<file path="src/rtl/change_dispenser.sv">
// Coin-return controller: pays out a change amount largest-coin-first through a
// req/ack handshake with the ejector, tracking per-denomination inventory.
module change_dispenser #(
  parameter int unsigned CNT_W   = 6,
  parameter int unsigned INIT_10 = 20,
  parameter int unsigned INIT_5  = 20,
  parameter int unsigned INIT_2  = 20,
  parameter int unsigned INIT_1  = 20
) (
  input  logic       clk,
  input  logic       reset,
  input  logic       load,
  input  logic [7:0] change_in,
  input  logic       refill,
  input  logic       eject_ack,
  output logic       eject_req,
  output logic [1:0] coin_sel,
  output logic       busy,
  output logic       done,
  output logic       error,
  output logic [7:0] shortfall,
  output logic [7:0] coins_dispensed,
  output logic [3:0] inv_empty
);

  typedef enum logic [2:0] {
    S_IDLE,
    S_SELECT,
    S_EJECT,
    S_RELEASE,
    S_FINISH
  } state_t;

  // Index k matches the coin_sel encoding: 0 = 1, 1 = 2, 2 = 5, 3 = 10.
  localparam logic [3:0][CNT_W-1:0] INIT_V = {CNT_W'(INIT_10), CNT_W'(INIT_5),
                                              CNT_W'(INIT_2),  CNT_W'(INIT_1)};

  state_t                  state_q, state_d;
  logic [7:0]              rem_q, rem_d;
  logic [7:0]              cnt_q, cnt_d;
  logic [7:0]              sf_q, sf_d;
  logic [1:0]              sel_q, sel_d;
  logic [3:0][CNT_W-1:0]   inv_q, inv_d;
  logic [2:0]              pk;

  function automatic logic [7:0] denom(input logic [1:0] s);
    case (s)
      2'd0:    denom = 8'd1;
      2'd1:    denom = 8'd2;
      2'd2:    denom = 8'd5;
      default: denom = 8'd10;
    endcase
  endfunction

  // Returns {found, sel}: the largest coin that fits the amount and is in stock.
  function automatic logic [2:0] pick(input logic [7:0] amt,
                                      input logic [3:0][CNT_W-1:0] inv);
    pick = '0;
    for (int unsigned i = 0; i < 4; i++) begin
      if (amt >= denom(2'(i)) && inv[i] != '0) pick = {1'b1, 2'(i)};
    end
  endfunction

  always_ff @(posedge clk or posedge reset) begin
    if (reset) begin
      state_q <= S_IDLE;
      rem_q   <= '0;
      cnt_q   <= '0;
      sf_q    <= '0;
      sel_q   <= '0;
      inv_q   <= INIT_V;
    end else begin
      state_q <= state_d;
      rem_q   <= rem_d;
      cnt_q   <= cnt_d;
      sf_q    <= sf_d;
      sel_q   <= sel_d;
      inv_q   <= inv_d;
    end
  end

  // coin_sel is chosen on entry to SELECT so it is already settled the cycle
  // before eject_req rises; SELECT itself only decides EJECT versus FINISH.
  always_comb begin
    state_d = state_q;
    rem_d   = rem_q;
    cnt_d   = cnt_q;
    sf_d    = sf_q;
    sel_d   = sel_q;
    inv_d   = inv_q;
    pk      = '0;
    case (state_q)
      S_IDLE: begin
        if (refill) inv_d = INIT_V;
        if (load) begin
          rem_d   = change_in;
          cnt_d   = '0;
          sf_d    = '0;
          state_d = S_SELECT;
          pk      = pick(change_in, inv_d);
          if (pk[2]) sel_d = pk[1:0];
        end
      end
      S_SELECT: begin
        pk = pick(rem_q, inv_q);
        if (pk[2]) begin
          state_d = S_EJECT;
        end else begin
          sf_d    = rem_q;
          state_d = S_FINISH;
        end
      end
      S_EJECT: begin
        if (eject_ack) begin
          rem_d        = rem_q - denom(sel_q);
          inv_d[sel_q] = inv_q[sel_q] - CNT_W'(1);
          cnt_d        = cnt_q + 8'd1;
          state_d      = S_RELEASE;
        end
      end
      S_RELEASE: begin
        if (!eject_ack) begin
          state_d = S_SELECT;
          pk      = pick(rem_q, inv_q);
          if (pk[2]) sel_d = pk[1:0];
        end
      end
      S_FINISH: state_d = S_IDLE;
      default:  state_d = S_IDLE;
    endcase
  end

  assign eject_req       = (state_q == S_EJECT);
  assign busy            = (state_q != S_IDLE);
  assign done            = (state_q == S_FINISH);
  assign error           = done && (sf_q != '0);
  assign coin_sel        = sel_q;
  assign shortfall       = sf_q;
  assign coins_dispensed = cnt_q;

  always_comb begin
    inv_empty = '0;
    for (int unsigned k = 0; k < 4; k++) inv_empty[k] = (inv_q[k] == '0);
  end

endmodule
</file>
<file path="config.mk">
export PLATFORM = sky130hd
export DESIGN_NAME = change_dispenser
export DESIGN_NICKNAME = d
export VERILOG_FILES = /design/src/rtl/change_dispenser.sv
export SDC_FILE = /design/constraint.sdc
export NUM_CORES = 1
export LEC_CHECK = 0
export CAP_MARGIN = 10
export CORE_ASPECT_RATIO = 0.9
export CORE_UTILIZATION = 55
export DETAILED_ROUTE_END_ITERATION = 8
export PLACE_DENSITY = 0.79
export SYNTH_ARGS = -nofsm -noshare
export SYNTH_HDL_FRONTEND = slang
export SYNTH_SLANG_ARGS = --single-unit
</file>
<file path="constraint.sdc">
create_clock -name clk -period 3 [get_ports clk]
set_clock_uncertainty 0.15 [all_clocks]
set_input_delay 0.3 -clock clk [delete_from_list [all_inputs] [get_ports clk]]
set_output_delay 0.3 -clock clk [all_outputs]
set_load 0.005 [all_outputs]
</file>
==> results of run 1 <==
[metal layers]
metal / vias to the layer above / wire, µm / track usage (%)
li1: 1280 / - / -
met1: 1333 / 3450 / 42.1
met2: 154 / 3530 / 44.7
met3: 16 / 744 / 7.04
met4: 0 / 102 / 7.94
met5: - / 0 / 0
[synthesized netlist by cell type (2+ instances only)]
cell type  instances  area, µm²
nand3_1            6       30.0
mux2i_1            8       80.1
o21ai_0           29        145
a22oi_1            4       30.0
o31ai_1            2       15.0
nor4_1             7       43.8
a2bb2oi_1          2       17.5
nor3_1            11       55.1
a21boi_0           2       15.0
xnor2_1            4       35.0
or3_1              4       25.0
xor2_1             6       52.6
a21oi_1           26        130
inv_1             22       82.6
buf_2              2       10.0
dfrtp_1           45       1130
ha_1               6       75.1
mux2_2             2       22.5
clkbuf_1           8       30.0
or4_1              3       22.5
nand2_1           48        180
o21a_1             2       15.0
and2_1             4       25.0
nand3b_1           3       22.5
nand2b_1           3       18.8
o22ai_1            5       31.3
nor2b_1            7       43.8
mux4_2             5        113
dfstp_2            8        210
a31oi_1            2       12.5
nor2_1            24       90.1
a22o_1             2       17.5
a211oi_1           3       22.5
nand4_1            2       12.5
[path summary, 6_finish.rpt]
path / start / to / slack (ns)
max in group asynchronous: reset / coins_dispensed[7]$_DFFE_PP0P_ / 1.94
min in group clk: inv_q[13]$_DFFE_PP0P_ / inv_q[13]$_DFFE_PP0P_ / 0.36
hold / removal: reset / inv_q[3]$_DFFE_PP0P_ / 0.32
setup / recovery: inv_q[13]$_DFFE_PP0P_ / shortfall[4]$_DFFE_PP0P_ / 0.17
hold reg to reg: inv_q[13]$_DFFE_PP0P_ / inv_q[13]$_DFFE_PP0P_ / 0.36
setup reg to reg: inv_q[13]$_DFFE_PP0P_ / shortfall[4]$_DFFE_PP0P_ / 0.17
[registers in the layout, indices dropped and copies added (netlist names)]
signal	count
state_q	3
inv_q	24
coin_sel	2
rem_q	8
coins_dispensed	8
shortfall	8
[tightest hold or removal path, delay by kind of cell]
| family | cells | cell delay [ns] |
|---|---|---|
| buffers and inverters | 3 | 0.98 |
[cells by family (layout without fill, tap and decap cells)]
logic type / count (synthesis) / count (layout) / share of synthesized area, %
AO/OA/AOI/OAI: 87 / 87 / 17.2
XOR/XNOR: 10 / 10 / 2.89
adder cells (fa/ha/maj): 7 / 7 / 3.14
buffers and inverters: 35 / 81 / 4.79
flip-flops: 53 / 53 / 44.1
multiplexers: 16 / 16 / 7.97
AND/OR/NAND/NOR: 126 / 126 / 20.0
[placed cells by master, fill, tap and decap left out, types with 3 or more instances in the layout]
cell type	n
or3_1	4
nand3b_1	3
mux2i_1	8
mux4_2	5
dfstp_2	8
nor2b_1	7
xnor2_1	4
a21oi_1	26
nand3_1	6
xor2_1	6
nor3_1	11
nor4_1	7
nand2_1	48
a211oi_1	3
nand2b_1	3
o21ai_0	29
ha_1	6
inv_1	21
and2_1	4
clkdlybuf4s50_1	38
buf_4	12
dfrtp_1	45
o22ai_1	5
a22oi_1	4
clkbuf_8	5
nor2_1	24
or4_1	3
[layout make-up]
type,instances,area (µm²)
Multi-Input combinational cell,246,1550
Timing Repair Buffer,50,470
Sequential cell,53,1340
Clock buffer,5,68.8
Tap cell,67,83.8
Clock inverter,3,68.8
Fill cell,425,1620
Inverter,23,86.3
[power groups by stage]
stage / Combinational, mW / Clock [mW] / Sequential (mW)
6_report: 1.62 / 0.586 / 1.17
5_1_grt: 1.79 / 0.619 / 1.20
4_1_cts: 1.58 / 0.588 / 1.17
3_5_place_dp: 1.56 / 0 / 1.18
3_3_place_gp: 1.52 / 0 / 1.17
2_1_floorplan: 1.10 / 0 / 1.07
[metrics by stage]
step                util [%]  std cells  setup WS (ns)
finish                  69.3        447          0.168
global route            69.3        447         0.0859
CTS                     69.3        447          0.167
detailed placement      66.7        439          0.250
global placement        66.7        439          0.289
floorplan                  -        334          0.288
==> run metrics, run 1 <==
Levels on crit path=6; post-CTS setup buffer count=0; outcome=finished, final reports clean; total power=3.38 mW; final setup violation count=0; min cycle time layout=2.83 ns; P per Cell Area=921 mW/mm²; worst path arrival time=2.88 ns; Clk pwr share=17.4%; CP startpoint kind=register; buffers added on ports=38; sw frac=42.8%; # DRC=0; Iteration-0 DRC Markers=307; largest net degree at the start of global routing=between 50 and 60; fin area=between 0.003 and 0.004 mm²; P_sw=1.44 mW; Syn Area/Cell=just over 9 µm²; worst path cell trace=or4_1 -> or3_4 -> o21a_1 -> a221o_2 -> or4_4 -> mux2i_1; first-pass GRT wire length=around 13,000 µm; vias in the first global route=around 2,600; part of the power in registers=34.8%; Worst Setup Path Type=reg2reg; Via density=6.23; core outline area=0.00529 mm²; htree depth=2; Seq cells post-synth=53; Slew headroom=56.7%; remaining antenna violation count=0; combinational cell fraction of total power=47.9%; worst reg2reg path depth=6; final wirelength=~7800 µm; setup TNS=0 ns; CTS Sinks=53; GR Overflow Total=0; cts bufs inserted=5; hold crit path type=in2async; area growth from synthesis to layout=20.9%; RSZ-0062 raised after global routing=false; routability cong.=0.898; slew at the pin with the worst max-slew slack=0.650 ns; CP Buf/Inv Count=0; nets=399; Top Family by Delay on Critical Path=simple AND/OR/NAND/NOR gates; CP Capture Type=register; Final HPWL DP=5770 µm; IO Count=39; f_max=353 MHz; Gate Count Post-Synth=334; Syn Nets=354; ys async rst share=100%; CTS Buffer Depth=2; row cnt=25; fin crit share=94.4%; Yosys cell types=51; post-place instance area=0.00353 mm²; Initial Utilization=57.3%; GRT Overall Usage=between 20% and 30%; Slowest-stage cell, CP=or4_1; DIE AREA=0.00581 mm²; Lkg Pwr=1.61 nW; die width=80.3 µm; Yosys Warn Count=0; Reg clk slew, reported paths=approximately 0.10 ns; Detailed Routing Iterations Pass 1=5; Critical Path Max Stage Delay=0.55 ns; Worst VDD drop=about 0.44 mV; Post-CTS Resized=0; Post-Syn Area=between 0.003 and 0.004 mm²; required time of the critical path=between 3 and 4 ns; CTS root buf=clkbuf_8; antenna cell count=0; number of synthesized flops with an enable pin=0; CTS tree=built; Min Hold Slack=0.322 ns; Hold Buf Count CTS=0; layout cells sized above 1=10.5%; final hold violation count=0; CP max FO=9; P_int=1.93 mW; drt wl/cell=17.5 µm; routed vias=2,783; initial antenna violation count=0; worst-skew pair later-pin latency=roughly 0.32 ns; Max Cap Violations=0; register area share after synthesis=44.1%; Synth Flop Type=dfrtp_1; Pins Over Slew Limit=0; Die Height=72.4 µm
(Power assumes the default switching activity.)
==> run 2, diff against run 1 <==
Settings changed: CORE_ASPECT_RATIO 0.9 to not set.
==> run metrics, run 2 (synthesis gave the netlist of run 1 again) <==
Multi-input gate area=0.00155 mm² (unchanged); reg-to-reg startpoint=inv_q[13]$_DFFE_PP0P_; P per Cell Area=890 mW/mm² (-3.4%); total power=3.25 mW (-3.9%); DIE AREA=0.00581 mm² (about the same); Post-CTS Resized=0 (unchanged); slew at the pin with the worst max-slew slack=0.649 ns (-0.00107 ns); Largest Register=inv_q; f_max=356 MHz (+0.92%); # DRC=0 (unchanged); Final HPWL DP=5690 µm (-1.3%); antenna cell count=0 (unchanged); CP max FO=9 (unchanged); CTS Sinks=53 (unchanged); outcome=finished, final reports clean; Slew headroom=56.4% (-0.26 points); post-CTS setup buffer count=0 (unchanged); most common cell after layout, fill and taps aside=nand2_1; routed vias=2,742 (-1.5%); Setup WS pre-CTS=0.234 ns (-0.0160 ns); Hold Buf Count CTS=0 (unchanged); largest net degree at the start of global routing=54 (unchanged); DR top layer=met4; cts bufs inserted=5 (unchanged); Worst Setup Path Type=reg2reg; part of the power in registers=35.9% (+1.1 points); remaining antenna violation count=0 (unchanged); Met1 Wirelength=3430 µm (-0.67%); P_sw=1.41 mW (-2.2%); CP startpoint kind=register; setup TNS=0 ns (unchanged); most frequent cells in the layout=48 x nand2_1, 45 x dfrtp_1, 38 x clkdlybuf4s50_1; nets=399 (unchanged); hold crit path type=in2async; Via density=6.09 (-2.1%); row cnt=26 (+4.0%); min cycle time layout=2.81 ns (-0.0258 ns); GRT Overall Usage=27.8% (-1.5 points); layout cells sized above 1=10.5% (unchanged); FF/Latch Area=0.00134 mm² (unchanged); IO Count=39 (unchanged); initial antenna violation count=0 (unchanged); CP startpoint=inv_q[13]$_DFFE_PP0P_; CTS root buf=clkbuf_8; core outline area=0.00520 mm² (-1.5%); Slowest-stage cell, CP=or4_4; Reg clk slew, reported paths=0.10 ns (about the same); fin area=0.00365 mm² (-0.48%); routability cong.=0.945 (+5.2%); Max Cap Violations=0 (unchanged); worst path arrival time=2.89 ns (about the same); Finished Layout Cells=450 (+0.67%); Worst VDD drop=0.501 mV (+13%); htree depth=2 (unchanged); CTS tree=built; post-place instance area=0.00353 mm² (+0.11%); Lkg Pwr=1.60 nW (-0.66%); Final Util=70.1% (+0.75 points); final setup violation count=0 (unchanged); area growth from synthesis to layout=20.3%; buffers added on ports=38 (unchanged); GR Overflow Total=0 (unchanged); final hold violation count=0 (unchanged); Min Hold Slack=0.333 ns (+0.0113 ns); vias in the first global route=2,567 (-1.5%); worst path cell trace=or4_1 -> or3_4 -> o21a_1 -> a221o_2 -> or4_4 -> mux2i_1; sw frac=43.5% (+0.74 points); combinational cell fraction of total power=48.6% (+0.7 points); DR WL met2=3370 µm (-4.6%); CTS Buffer Depth=2 (unchanged); Clk pwr share=15.5% (-1.9 points); max reg flops=24 (unchanged); Die Height=76.2 µm (+5.3%); final setup margin=0.194 ns (+0.0258 ns); fin crit share=93.5% (-0.86 points); die width=76.2 µm (-5.0%); Critical Path Max Stage Delay=0.53 ns (-0.02 ns); layout filler cell count=420 (-1.2%); Pins Over Slew Limit=0 (unchanged); metal3 WL=689 µm (-7.4%); Top Family by Delay on Critical Path=simple AND/OR/NAND/NOR gates; worst-skew pair later-pin latency=0.31 ns (about the same); final wirelength=7620 µm (-2.6%); required time of the critical path=3.08 ns (+0.03 ns); CP Capture Type=register; dpl cells=442 (+0.68%); RSZ-0062 raised after global routing=false; Detailed Routing Iterations Pass 1=5 (unchanged); first-pass GRT wire length=12,800 µm (-0.16%); drt wl/cell=16.9 µm (-3.3%); P_int=1.83 mW (-5.1%); Iteration-0 DRC Markers=318 (+3.6%); CP Buf/Inv Count=0 (unchanged); Initial Utilization=58.2% (+0.90 points)
## run 2: final timing paths
kind | endpoint | slack [ns] | cells past startpoint
max | shortfall[1]$_DFFE_PP0P_ | 0.19 | 6
min | inv_q[0]$_DFFE_PP0P_ | 0.33 | 3
max reg2reg | shortfall[1]$_DFFE_PP0P_ | 0.19 | 6
min reg2reg | inv_q[20]$_DFFE_PP1P_ | 0.36 | 2
max in group asynchronous | rem_q[0]$_DFFE_PP0P_ | 1.95 | 3
min in group clk | inv_q[20]$_DFFE_PP1P_ | 0.36 | 2
## run 2: area by class of cell
class / instances / share of cell area (%)
repair buffers: 50 / 12.9
clock inverters: 3 / 1.30
flip-flops and latches: 53 / 36.6
well taps: 70 / 2.40
clock buffers: 5 / 1.89
multi-input cells: 246 / 42.5
inverters: 23 / 2.37
## run 2: power groups by stage
stage	Sequential (mW)	Clock [mW]	Combinational (mW)
after floorplan	1.07	0	1.10
after global placement	1.15	0	1.51
after detailed placement	1.16	0	1.54
after CTS	1.15	0.517	1.56
after global routing	1.19	0.542	1.75
final	1.16	0.503	1.58
## run 2: routing by layer
layer	GRT usage, %	vias up
met5	0	-
met4	6.54	0
met3	4.67	14
met2	42.3	158
met1	41.6	1293
li1	-	1277
## run 2: worst reg2reg max path, stage by stage (launching register included)
cell	delay (ns)
dfrtp_1	0.42
or4_1	0.52
or3_4	0.38
o21a_1	0.21
a221o_2	0.32
or4_4	0.53
mux2i_1	0.20
